File: src/rtl/dma_addr_page_latch_if.sv
// Bus bundle between the 8237A-side driver (master) and the address/page latch (slave).
interface dma_addr_page_latch_if #(
  parameter int NUM_CH = 4,
  parameter int PAGE_W = 8
);
  localparam int SEL_W = (NUM_CH > 1) ? $clog2(NUM_CH) : 1;

  logic [7:0]         DB;
  logic               ADSTB;
  logic               AEN;
  logic [7:0]         A;
  logic [NUM_CH-1:0]  DACK;
  logic               PG_WR;
  logic [SEL_W-1:0]   PG_SEL;
  logic [PAGE_W-1:0]  PG_DIN;
  logic [PAGE_W-1:0]  PG_DOUT;
  logic [15+PAGE_W:0] SYS_ADDR;
  logic               ADDR_VALID;
  logic               BND_CROSS;
  logic               DACK_ERR;

  modport master (
    output DB, ADSTB, AEN, A, DACK, PG_WR, PG_SEL, PG_DIN,
    input  PG_DOUT, SYS_ADDR, ADDR_VALID, BND_CROSS, DACK_ERR
  );

  modport slave (
    input  DB, ADSTB, AEN, A, DACK, PG_WR, PG_SEL, PG_DIN,
    output PG_DOUT, SYS_ADDR, ADDR_VALID, BND_CROSS, DACK_ERR
  );
endinterface

File: src/rtl/dma_addr_page_latch.sv
// Rebuilds the 24-bit DMA system address {page, A15:A8, A7:A0} behind an 8237A core,
// with per-channel CPU page registers, 64K-wrap and bad-DACK flags.
module dma_addr_page_latch #(
  parameter int NUM_CH = 4,
  parameter int PAGE_W = 8
) (
  input logic CLK,
  input logic RESET,
  dma_addr_page_latch_if.slave bus
);
  localparam int SEL_W = (NUM_CH > 1) ? $clog2(NUM_CH) : 1;

  typedef enum logic {S_IDLE, S_SERVICE} state_t;

  state_t             r_state, w_state_nxt;
  logic               r_aen_d;
  logic [7:0]         r_hi_latch;
  logic               r_hi_vld;
  logic [SEL_W-1:0]   r_active;
  logic               r_good;
  logic [PAGE_W-1:0]  r_page [NUM_CH];
  logic               r_pend_vld;
  logic [PAGE_W-1:0]  r_pend_data;
  logic               r_bnd;
  logic               r_err;
  logic [15+PAGE_W:0] r_sys_addr;
  logic               r_addr_valid;

  logic               w_aen_rise;
  logic [7:0]         w_next_hi;
  logic               w_onehot;
  logic [SEL_W-1:0]   w_dack_idx;
  logic [PAGE_W-1:0]  w_pg_dout;
  logic [PAGE_W-1:0]  w_page_act;
  logic               w_wr_active;
  logic               w_defer;
  logic               w_wr_direct;
  logic               w_pend_commit;
  logic               w_bnd_set;
  logic               w_err_clr;
  logic [15+PAGE_W:0] w_sys_addr_nxt;
  logic               w_addr_valid_nxt;

  assign w_aen_rise    = bus.AEN & ~r_aen_d;
  assign w_next_hi     = bus.ADSTB ? bus.DB : r_hi_latch;
  assign w_onehot      = (bus.DACK != '0) && ((bus.DACK & (bus.DACK - NUM_CH'(1))) == '0);
  assign w_wr_active   = bus.PG_WR && (bus.PG_SEL == r_active);
  // A write to the channel being serviced must not change the page mid-transfer.
  assign w_defer       = w_wr_active && (r_state == S_SERVICE) && bus.AEN;
  assign w_wr_direct   = bus.PG_WR && !w_defer;
  assign w_pend_commit = r_pend_vld && !bus.AEN;
  assign w_bnd_set     = (r_state == S_SERVICE) && bus.ADSTB && (bus.DB == 8'h00) &&
                         (r_hi_latch == 8'hFF) && r_hi_vld;
  assign w_err_clr     = bus.PG_WR && (bus.PG_SEL == '0) && (bus.PG_DIN == '0);

  always_comb begin
    w_dack_idx = '0;
    for (int i = 0; i < NUM_CH; i++)
      if (bus.DACK[i]) w_dack_idx = SEL_W'(i);
  end

  always_comb begin
    w_pg_dout  = '0;
    w_page_act = '0;
    for (int i = 0; i < NUM_CH; i++) begin
      if (bus.PG_SEL == SEL_W'(i)) w_pg_dout  = r_page[i];
      if (r_active == SEL_W'(i))   w_page_act = r_page[i];
    end
  end

  always_ff @(posedge CLK) begin
    if (!RESET) r_state <= S_IDLE;
    else        r_state <= w_state_nxt;
  end

  always_comb begin
    w_state_nxt = r_state;
    case (r_state)
      S_IDLE:    if (w_aen_rise) w_state_nxt = S_SERVICE;
      S_SERVICE: if (!bus.AEN)   w_state_nxt = S_IDLE;
      default:   w_state_nxt = S_IDLE;
    endcase
  end

  always_comb begin
    w_sys_addr_nxt   = '0;
    w_addr_valid_nxt = 1'b0;
    if ((r_state == S_SERVICE) && bus.AEN && r_good) begin
      w_sys_addr_nxt   = {w_page_act, w_next_hi, bus.A};
      w_addr_valid_nxt = 1'b1;
    end
  end

  // Direct writes win over a pending commit to the same channel: they are newer.
  always_ff @(posedge CLK) begin
    if (!RESET) begin
      for (int i = 0; i < NUM_CH; i++) r_page[i] <= '0;
    end else begin
      for (int i = 0; i < NUM_CH; i++) begin
        if (w_wr_direct && (bus.PG_SEL == SEL_W'(i)))
          r_page[i] <= bus.PG_DIN;
        else if (w_pend_commit && (r_active == SEL_W'(i)))
          r_page[i] <= r_pend_data;
      end
    end
  end

  always_ff @(posedge CLK) begin
    if (!RESET) begin
      r_aen_d      <= 1'b0;
      r_hi_latch   <= '0;
      r_hi_vld     <= 1'b0;
      r_active     <= '0;
      r_good       <= 1'b0;
      r_pend_vld   <= 1'b0;
      r_pend_data  <= '0;
      r_bnd        <= 1'b0;
      r_err        <= 1'b0;
      r_sys_addr   <= '0;
      r_addr_valid <= 1'b0;
    end else begin
      r_aen_d <= bus.AEN;
      if (bus.ADSTB) r_hi_latch <= bus.DB;

      // hi_vld marks a capture made inside the current session.
      if (w_aen_rise)     r_hi_vld <= bus.ADSTB;
      else if (bus.ADSTB) r_hi_vld <= 1'b1;

      if (w_aen_rise) begin
        if (w_onehot) begin
          r_active <= w_dack_idx;
          r_good   <= 1'b1;
        end else begin
          r_good   <= 1'b0;
        end
      end

      if (w_defer) begin
        r_pend_vld  <= 1'b1;
        r_pend_data <= bus.PG_DIN;
      end else if (w_pend_commit) begin
        r_pend_vld  <= 1'b0;
      end

      if (w_aen_rise)       r_bnd <= 1'b0;
      else if (w_wr_active) r_bnd <= 1'b0;
      else if (w_bnd_set)   r_bnd <= 1'b1;

      if (w_aen_rise && !w_onehot) r_err <= 1'b1;
      else if (w_err_clr)          r_err <= 1'b0;

      r_sys_addr   <= w_sys_addr_nxt;
      r_addr_valid <= w_addr_valid_nxt;
    end
  end

  assign bus.PG_DOUT    = w_pg_dout;
  assign bus.SYS_ADDR   = r_sys_addr;
  assign bus.ADDR_VALID = r_addr_valid;
  assign bus.BND_CROSS  = r_bnd;
  assign bus.DACK_ERR   = r_err;
endmodule

File: src/flat_wrapper.sv
// flat-port wrapper written by rule: the top's interface ports become plain ports
module dma_addr_page_latch_flat 
#(
  parameter int NUM_CH = 4,
  parameter int PAGE_W = 8
)
  (CLK, RESET, bus_DB, bus_ADSTB, bus_AEN, bus_A, bus_DACK, bus_PG_WR, bus_PG_SEL, bus_PG_DIN, bus_PG_DOUT, bus_SYS_ADDR, bus_ADDR_VALID, bus_BND_CROSS, bus_DACK_ERR);
  dma_addr_page_latch_if #(.NUM_CH(NUM_CH), .PAGE_W(PAGE_W)) bus_i ();
  input logic CLK;
  input logic RESET;
  input wire logic [$bits(bus_i.DB)-1:0] bus_DB;
  input wire logic [$bits(bus_i.ADSTB)-1:0] bus_ADSTB;
  input wire logic [$bits(bus_i.AEN)-1:0] bus_AEN;
  input wire logic [$bits(bus_i.A)-1:0] bus_A;
  input wire logic [$bits(bus_i.DACK)-1:0] bus_DACK;
  input wire logic [$bits(bus_i.PG_WR)-1:0] bus_PG_WR;
  input wire logic [$bits(bus_i.PG_SEL)-1:0] bus_PG_SEL;
  input wire logic [$bits(bus_i.PG_DIN)-1:0] bus_PG_DIN;
  output wire logic [$bits(bus_i.PG_DOUT)-1:0] bus_PG_DOUT;
  output wire logic [$bits(bus_i.SYS_ADDR)-1:0] bus_SYS_ADDR;
  output wire logic [$bits(bus_i.ADDR_VALID)-1:0] bus_ADDR_VALID;
  output wire logic [$bits(bus_i.BND_CROSS)-1:0] bus_BND_CROSS;
  output wire logic [$bits(bus_i.DACK_ERR)-1:0] bus_DACK_ERR;
  assign bus_i.DB = bus_DB;
  assign bus_i.ADSTB = bus_ADSTB;
  assign bus_i.AEN = bus_AEN;
  assign bus_i.A = bus_A;
  assign bus_i.DACK = bus_DACK;
  assign bus_i.PG_WR = bus_PG_WR;
  assign bus_i.PG_SEL = bus_PG_SEL;
  assign bus_i.PG_DIN = bus_PG_DIN;
  assign bus_PG_DOUT = bus_i.PG_DOUT;
  assign bus_SYS_ADDR = bus_i.SYS_ADDR;
  assign bus_ADDR_VALID = bus_i.ADDR_VALID;
  assign bus_BND_CROSS = bus_i.BND_CROSS;
  assign bus_DACK_ERR = bus_i.DACK_ERR;
  dma_addr_page_latch #(.NUM_CH(NUM_CH), .PAGE_W(PAGE_W)) u_core (.CLK(CLK), .RESET(RESET), .bus(bus_i));
endmodule
File: config.mk
export PLATFORM = sky130hd
export DESIGN_NAME = dma_addr_page_latch_flat
export DESIGN_NICKNAME = d
export VERILOG_FILES = /design/src/rtl/dma_addr_page_latch_if.sv /design/src/rtl/dma_addr_page_latch.sv /design/src/flat_wrapper.sv
export SDC_FILE = /design/constraint.sdc
export NUM_CORES = 1
export LEC_CHECK = 0
export CORE_AREA = 2 2 93 95
export CTS_CLUSTER_DIAMETER = 60
export DETAILED_ROUTE_END_ITERATION = 10
export DIE_AREA = 0 0 95 97
export PLACE_DENSITY = 0.81
export SKIP_LAST_GASP = 1
export SYNTH_ARGS = -nofsm -noshare
export SYNTH_HDL_FRONTEND = slang
export SYNTH_SLANG_ARGS = --single-unit
export TNS_END_PERCENT = 20
File: constraint.sdc
create_clock -name CLK -period 1.46 [get_ports CLK]
set_input_delay 0.292 -clock CLK [delete_from_list [all_inputs] [get_ports CLK]]
set_output_delay 0.292 -clock CLK [all_outputs]
set_load 0.02 [all_outputs]
==> results of run 1 <==
## metal layers
layer  GRT usage (%)  vias up  wire length (µm)
met5               0        -                 0
li1                -     1356                 -
met4            8.70        0               242
met1            26.1     1443              3900
met3            4.52       21               521
met2            36.9      120              5250
## final cells by class
type / count / area share, %
Clock buffer: 9 / 2.36
Clock inverter: 7 / 1.46
Inverter: 4 / 0.286
Multi-Input combinational cell: 190 / 32.6
Sequential cell: 82 / 37.5
Tap cell: 105 / 2.50
Timing Repair Buffer: 125 / 23.2
## synth_stat cells (all sizes together), types with 3 or more instances
master  instances  share of area (%)
a21boi         11                2.3
a21oi           4               0.55
a22o           32                7.7
a31oi           4                1.2
and2           17                2.9
buf             8                1.3
clkbuf          4               0.41
dfxtp          50                 28
edfxtp         32                 27
inv             4               0.41
mux2i           8                2.2
mux4           16                9.9
nand2          22                2.3
nand3          16                2.6
nand4           3               0.52
nand4b          3               0.73
nor2           17                2.8
nor2b          13                2.2
o21ai           3               0.41
## registers in the layout (all words and copies together), names as in the netlist
signal,flops
u_core.r_page,32
u_core.bus.SYS_ADDR,24
u_core.r_hi_latch,8
u_core.r_pend_data,8
u_core.r_active,2
u_core.bus.ADDR_VALID,1
u_core.bus.BND_CROSS,1
u_core.bus.DACK_ERR,1
u_core.r_aen_d,1
u_core.r_good,1
u_core.r_hi_vld,1
u_core.r_pend_vld,1
u_core.r_state,1
## report_power, final
| group | total, mW | internal, mW | leakage [nW] | switching, mW |
|---|---|---|---|---|
| clock network | 1.68 | 0.806 | 0.0966 | 0.873 |
| logic | 0.655 | 0.359 | 1.16 | 0.295 |
| registers | 2.49 | 2.45 | 0.749 | 0.0420 |
| total | 4.82 | 3.61 | 2.00 | 1.21 |
## critical path, delay by kind of cell (launching register included)
| kind | cells | cell delay [ns] |
|---|---|---|
| buffers and inverters | 1 | 0.15 |
| muxes | 1 | 0.49 |
| DFF | 1 | 0.43 |
## metrics by stage
step                      total power [mW]  worst slack (ns)  util, %  area, µm²
after floorplan                       2.79          0.000437        -       3650
after global placement                3.09            -0.840     58.6       4770
after detailed placement              3.11            -0.876     58.6       4770
after CTS                             4.81            -0.239     63.7       5180
after global routing                  4.99            -0.280     64.5       5250
final                                 4.82            -0.236     64.5       5250
## cells by family (layout without fill, tap and decap cells)
family	Yosys count	count (layout)	share of synthesized area, %
compound gates	62	62	14.4
simple gates	100	101	16.0
buf+inv	16	145	2.17
mux	24	24	12.2
flops	82	82	54.1
xor+xnor	3	3	1.14
## worst paths after layout
kind | startpoint | to | cells past startpoint
setup / recovery | u_core.r_page[2][7] | bus_PG_DOUT[7] | 2
hold reg to reg | u_core.r_aen_d | u_core.r_state | 1
hold / removal | u_core.r_aen_d | u_core.r_state | 1
setup reg to reg | u_core.r_active[1] | u_core.r_page[0][7] | 6
## what timing repair did
item | in CTS | in global routing
setup endpoints to repair | 116 | 121
hold buffers | 0 | 0
endpoints found under the hold margin | 0 | 0
setup buffers | 9 | 2
cloned | 3 | 0
pin swaps | 16 | 7
resized for setup | 74 | 11
==> results.toml, run 1 <==
[global_routing]
grt_pass1_vias = 2959
grtUsageTotal_pct = 21.6
antenna_found_initial = 0
gr-total-overflow = 0
grt_start_max_net_pins = 21
grt_pass1_wl_um = 15000

[placement]
routabilityCongestion = 0.870
dp.cells = 492
dp_hpwl_um = 6320
portBuffers = 69

[final_layout]
register_area_mm2 = 0.00197
fill_cells = 575
most-common-layout-cells = "clkdlybuf4s50_1 (56), dfxtp_1 (48), buf_4 (47), a22o_1 (32), edfxtp_1 (32)"
multi_input_area_mm2 = 0.00171
layout_commonest_cell = "clkdlybuf4s50_1"
fin_nets = 447
drive_above_1_share_pct = 29.5
instances_no_fill = 522
synthToLayoutAreaGrowth_pct = 44.7
n_antenna_cell = 0

[outcome]
status = "finished with violations"
violations = "negative setup slack"

[clock_network]
clk_path_buf_depth = 2
numCtsBuffers = 9
clock-sinks = 82
ctsRootBufferMaster = "clkbuf_8"
clkLatencyLatePin_ns = 0.35
cts_tree = "built"
path_clk_slew_ns = 0.09
h-tree-depth = 3

[drt]
first_pass_iters = 4
postRouteAntennaNets = 0
first_iter_violations = 200
vias = 2940
via_per_inst = 5.63
drt-total-wl_um = 9920
routedWlPerCell_um = 19.0
drcViolationCount = 0

[logic_synthesis]
synth-seq-cells = 82
ys.warnings.count = 0
async_flop_share_pct = 0
synth_area_mm2 = 0.00362
syn_nets = 322
synthFlopType = "dfxtp_1"
yosysSeqAreaShare_pct = 54.1
ys_types = 42
synth_enable_flop_cells = 32
syn_avg_cell_area_um2 = 12.6
synthCells = 287

[worst_setup_path]
crit_type = "reg -> out"
r2r_slack_ns = -0.09
slowest_delay_ns = 0.49
path_max_fanout = 2
cp-start-kind = "register"
crit_required_ns = 1.17
crit_arrival_ns = 1.40
path_cells = "mux4_2 -> buf_6"
end_kind = "primary output"
crit_slowest_cell = "mux4_2"

[die]
dieArea_mm2 = 0.00922
die_width_um = 95
core_area_mm2 = 0.00813
io_pins = 70
start_util_pct = 44.6
rows = 33
die_h_um = 97

[pwr]
p_per_area_mw_per_mm2 = 919
leakagePower_nw = 2.00
peakVddDrop_v = 0.000420

[sta]
tightestPinTransition_ns = 0.368
layout_worst_path_cycle_share_pct = 116
timing.hold.ws_ns = 0.471
fin_worst_skew_ns = 0.00813
final.setup.tns_ns = -6.91
fmax_ghz = 0.590
rsz0062_at_grt = "true"
finalHoldViolCount = 0
finalSetupViolations = 92
max-slew-margin-rel_pct = 75.3
final-max-slew-violation-count = 0
min_period_ns = 1.70
layout_setup_ws_ns = -0.236

[min_path]
min_path_type = "reg -> reg"

[run]
max-cap-violations = 0
Power figures use the tool's default switching activity.
==> run 2: changes to the inputs <==
--- a/config.mk
+++ b/config.mk
@@ -5,11 +5,14 @@
 export SDC_FILE = /design/constraint.sdc
 export NUM_CORES = 1
 export LEC_CHECK = 0
-export CORE_AREA = 2 2 93 95
+export CELL_PAD_IN_SITES_DETAIL_PLACEMENT = 1
+export CELL_PAD_IN_SITES_GLOBAL_PLACEMENT = 1
+export CORE_AREA = 2 2 100 102
+export CTS_BUF_LIST = sky130_fd_sc_hd__clkbuf_4
 export CTS_CLUSTER_DIAMETER = 60
 export DETAILED_ROUTE_END_ITERATION = 10
-export DIE_AREA = 0 0 95 97
-export PLACE_DENSITY = 0.81
+export DIE_AREA = 0 0 102 104
+export PLACE_DENSITY = 0.85
 export SKIP_LAST_GASP = 1
 export SYNTH_ARGS = -nofsm -noshare
 export SYNTH_HDL_FRONTEND = slang
==> results.toml, run 2 (synthesis gave the netlist of run 1 again) <==
[outcome]
status = "finished with violations"
violations = "negative setup slack"

[sta]
fmax_ghz = 0.539
fin_worst_skew_ns = 0.0252
layout_setup_ws_ns = -0.395
timing.hold.ws_ns = 0.393
max-slew-margin-rel_pct = 67.7
min_period_ns = 1.85
layout_worst_path_cycle_share_pct = 127
finalHoldViolCount = 0
final-max-slew-violation-count = 0
rsz0062_at_grt = "true"
finalSetupViolations = 103
final.setup.tns_ns = -14.32
tightestPinTransition_ns = 0.483

[global_routing]
grt_pass1_wl_um = 19900
gr-total-overflow = 0
antenna_found_initial = 0
grtUsageTotal_pct = 25.4
grt_start_max_net_pins = 19
grt_pass1_vias = 3499

[final_layout]
synthToLayoutAreaGrowth_pct = 48.0
fin_area_mm2 = 0.00537
drive_above_1_share_pct = 30.2
largest_reg_flops = 32
fin_util_pct = 56.2
fill_cells = 981
register_area_mm2 = 0.00197
most-common-layout-cells = "dfxtp_1 (48), buf_4 (46), clkdlybuf4s50_1 (44), a22o_1 (32), edfxtp_1 (32)"
fin_nets = 450
layout_commonest_cell = "dfxtp_1"
n_antenna_cell = 0
multi_input_area_mm2 = 0.00171
top_register = "u_core.r_page"

[placement]
routabilityCongestion = 0.772
portBuffers = 69
dp_hpwl_um = 7520
place_area_mm2 = 0.00481

[worst_setup_path]
end_kind = "primary output"
path_max_fanout = 2
reg2reg_depth = 6
r2r_slack_ns = -0.20
crit_arrival_ns = 1.56
crit_type = "reg -> out"
crit_required_ns = 1.17
r2r-start = "u_core.r_active[1]"
startpoint = "u_core.r_page[3][1]"
timing.rr.end = "u_core.r_page[3][4]"
cp-start-kind = "register"

[drt]
postRouteAntennaNets = 0
first_iter_violations = 241
first_pass_iters = 4
drt-total-wl_um = 13000
routedWlPerCell_um = 23.5
drcViolationCount = 0
vias = 3117
via_per_inst = 5.64

[clock_network]
numCtsBuffers = 9
path_clk_slew_ns = 0.14
clk_path_buf_depth = 2
clkLatencyLatePin_ns = 0.46
ctsRootBufferMaster = "clkbuf_4"
clock-sinks = 82
cts_tree = "built"
h-tree-depth = 3

[min_path]
min_path_cells = 2
worstHoldStart = "bus_A[6]"
hold_end = "u_core.bus.SYS_ADDR[6]"
min_path_type = "in -> reg"

[pwr]
p_per_area_mw_per_mm2 = 926
peakVddDrop_v = 0.000477
p_total_mw = 4.97
leakagePower_nw = 2.30

[die]
dieArea_mm2 = 0.0106
start_util_pct = 38.0
die_h_um = 104
die_width_um = 102
io_pins = 70
rows = 36
core_area_mm2 = 0.00955

[run]
max-cap-violations = 0
[run 2: cell count changes in the layout (fill, tap and decap cells not counted), moves of 3 or more]
cell and delta:
inv_6 -3, dlymetal6s2s_1 +14, clkbuf_4 +11, clkdlybuf4s50_1 -12, clkbuf_8 -9, buf_12 +4
[run 2: routing by layer]
metal	up-vias	track usage (%)	wire, µm
met1	1579	29.4	4820
met4	0	11.4	483
li1	1361	-	-
met5	-	0	0
met2	139	43.7	6830
met3	38	6.38	871
[run 2: what timing repair did]
| item | in CTS | in global routing |
|---|---|---|
| gates cloned | 3 | 0 |
| hold buffers | 0 | 0 |
| endpoints found under the setup margin | 113 | 121 |
| pin swaps | 9 | 4 |
| resized for setup | 74 | 18 |
| setup buffers | 12 | 2 |
[run 2: where the power goes]
part	switching, mW	internal (mW)
Combinational	0.325	0.369
Clock	0.867	0.907
Sequential	0.0482	2.45
[run 2: through the flow]
step                      setup slack, ns  std cells
after CTS                          -0.392        552
after global placement             -0.842        521
after global routing               -0.432        553
after floorplan                  0.000437        287
final                              -0.395        553
after detailed placement           -0.910        521
[run 2: cell type report]
class                           count  share of cell area, %
Timing Repair Buffer              128                   24.7
Clock buffer                       11                   1.54
Multi-Input combinational cell    190                   31.8
Clock inverter                      5                   1.94
Sequential cell                    82                   36.7
Inverter                            4                  0.280
Tap cell                          133                   3.10
[run 2: critical path, cell delays in order, from the launching register on]
cell and delay [ns]:
edfxtp_1 0.44, mux4_2 0.51, buf_6 0.15
[run 2: how the worst max path moves through the flow]
stage	to	slack [ns]	cells after the start
after floorplan	u_core.r_page[0][0]	0.0004	5
after global placement	bus_PG_DOUT[6]	-0.84	4
after detailed placement	u_core.r_page[3][6]	-0.91	7
after CTS	bus_PG_DOUT[0]	-0.39	2
after global routing	bus_PG_DOUT[0]	-0.43	2
final	bus_PG_DOUT[1]	-0.39	2
==> run 3: changes to the inputs <==
--- a/config.mk
+++ b/config.mk
@@ -9,7 +9,6 @@
 export CELL_PAD_IN_SITES_GLOBAL_PLACEMENT = 1
 export CORE_AREA = 2 2 100 102
 export CTS_BUF_LIST = sky130_fd_sc_hd__clkbuf_4
-export CTS_CLUSTER_DIAMETER = 60
 export DETAILED_ROUTE_END_ITERATION = 10
 export DIE_AREA = 0 0 102 104
 export PLACE_DENSITY = 0.85
@@ -17,4 +16,4 @@
 export SYNTH_ARGS = -nofsm -noshare
 export SYNTH_HDL_FRONTEND = slang
 export SYNTH_SLANG_ARGS = --single-unit
-export TNS_END_PERCENT = 20
+export TNS_END_PERCENT = 5
==> results.toml, run 3 (synthesis gave the netlist of run 1 again) <==
[sta]
min_period_ns = 1.83
fin_worst_skew_ns = 0.0208
tightestPinTransition_ns = 0.520
layout_worst_path_cycle_share_pct = 125
max-slew-margin-rel_pct = 65.3
timing.hold.ws_ns = 0.396
layout_setup_ws_ns = -0.370
rsz0062_at_grt = "true"
finalSetupViolations = 110
fmax_ghz = 0.546
final-max-slew-violation-count = 0
finalHoldViolCount = 0

[die]
die_h_um = 104
dieArea_mm2 = 0.0106
start_util_pct = 38.0
die_width_um = 102
rows = 36
io_pins = 70
core_area_mm2 = 0.00955

[final_layout]
fin_util_pct = 54.5
fin_nets = 445
drive_above_1_share_pct = 28.0
top_register = "u_core.r_page"
synthToLayoutAreaGrowth_pct = 43.6
layout_commonest_cell = "clkdlybuf4s50_1"
most-common-layout-cells = "clkdlybuf4s50_1 (59), dfxtp_1 (48), buf_4 (45), a22o_1 (32), edfxtp_1 (32)"
largest_reg_flops = 32
fill_cells = 1005
n_antenna_cell = 0

[drt]
postRouteAntennaNets = 0
first_iter_violations = 239
via_per_inst = 5.58
vias = 3059
drcViolationCount = 0
first_pass_iters = 4
drt-total-wl_um = 12300
routedWlPerCell_um = 22.5

[worst_setup_path]
cp-start-kind = "register"
crit_arrival_ns = 1.54
critPathBufInv = 1
crit_slowest_cell = "mux4_2"
cpLargestDelayFamily = "multiplexers"
end_kind = "primary output"
slowest_delay_ns = 0.51
crit_type = "reg -> out"
r2r_slack_ns = -0.23
path_cells = "mux4_2 -> buf_6"
crit_required_ns = 1.17
path_max_fanout = 2

[global_routing]
antenna_found_initial = 0
grt_start_max_net_pins = 19
grtUsageTotal_pct = 22.3
grt_pass1_wl_um = 17700
gr-total-overflow = 0
grt_pass1_vias = 3260

[min_path]
min_path_type = "in -> reg"

[outcome]
violations = "negative setup slack"
status = "finished with violations"

[placement]
routabilityCongestion = 0.772
portBuffers = 69
dp_hpwl_um = 7520

[clock_network]
clkLatencyLatePin_ns = 0.44
cts_tree = "built"
clock-sinks = 82
numCtsBuffers = 9
path_clk_slew_ns = 0.14
ctsRootBufferMaster = "clkbuf_4"
h-tree-depth = 3
clk_path_buf_depth = 2

[run]
max-cap-violations = 0

[pwr]
leakagePower_nw = 1.99
peakVddDrop_v = 0.000445
p_per_area_mw_per_mm2 = 940
-- run 3: cell type report --
cell class / count / area [µm²] / share of cell area (%)
clock buffer: 11 / 82.6 / 1.59
tap: 133 / 166 / 3.20
multi-input combinational: 189 / 1660 / 31.9
clock inverter: 5 / 104 / 2.00
inverter: 4 / 15.0 / 0.288
timing repair buffer: 124 / 1210 / 23.2
sequential: 82 / 1970 / 37.8
-- run 3: final timing paths --
kind	startpoint	to	depth (start not counted)
max	u_core.r_page[3][1]	bus_PG_DOUT[1]	2
min	bus_A[6]	u_core.bus.SYS_ADDR[6]	2
max reg2reg	u_core.r_active[1]	u_core.r_page[0][6]	6
min reg2reg	u_core.r_aen_d	u_core.r_state	1
-- run 3: where the power goes --
part           internal [mW]  switching [mW]
clock                  0.907           0.844
sequential              2.45          0.0473
combinational          0.338           0.307
total                   3.69            1.20
-- run 3: through the flow --
stage	setup TNS (ns)	setup WS, ns	area, µm²	std cells	power (mW)
final	-17.75	-0.370	5200	548	4.89
after global routing	-24.31	-0.425	5200	548	5.03
after CTS	-30.91	-0.392	5070	541	4.87
after detailed placement	-75.40	-0.910	4810	521	3.13
after global placement	-68.18	-0.842	4810	521	3.09
after floorplan	0	0.000437	3650	287	2.79
-- run 3: metal layers --
layer	GRT usage [%]	part of all wire (%)
met4	9.33	2.8
met3	5.44	5.6
met1	26.0	39
met2	38.5	53
met5	0	0
-- run 3: worst register-to-register path, delay by kind of cell, from the launching register on --
family | cells | cell delay, ns
buffers and inverters | 2 | 0.42
DFF | 1 | 0.39
AOI/OAI and AO/OA | 2 | 0.37
and+or+nand+nor | 2 | 0.36
-- run 3: what timing repair did --
item                       CTS  global route
pin swaps                    1             3
gates resized for setup     45            15
hold buffers                 0             0
setup buffers                3             6
gates cloned                 1             1
setup endpoints to repair  113           122
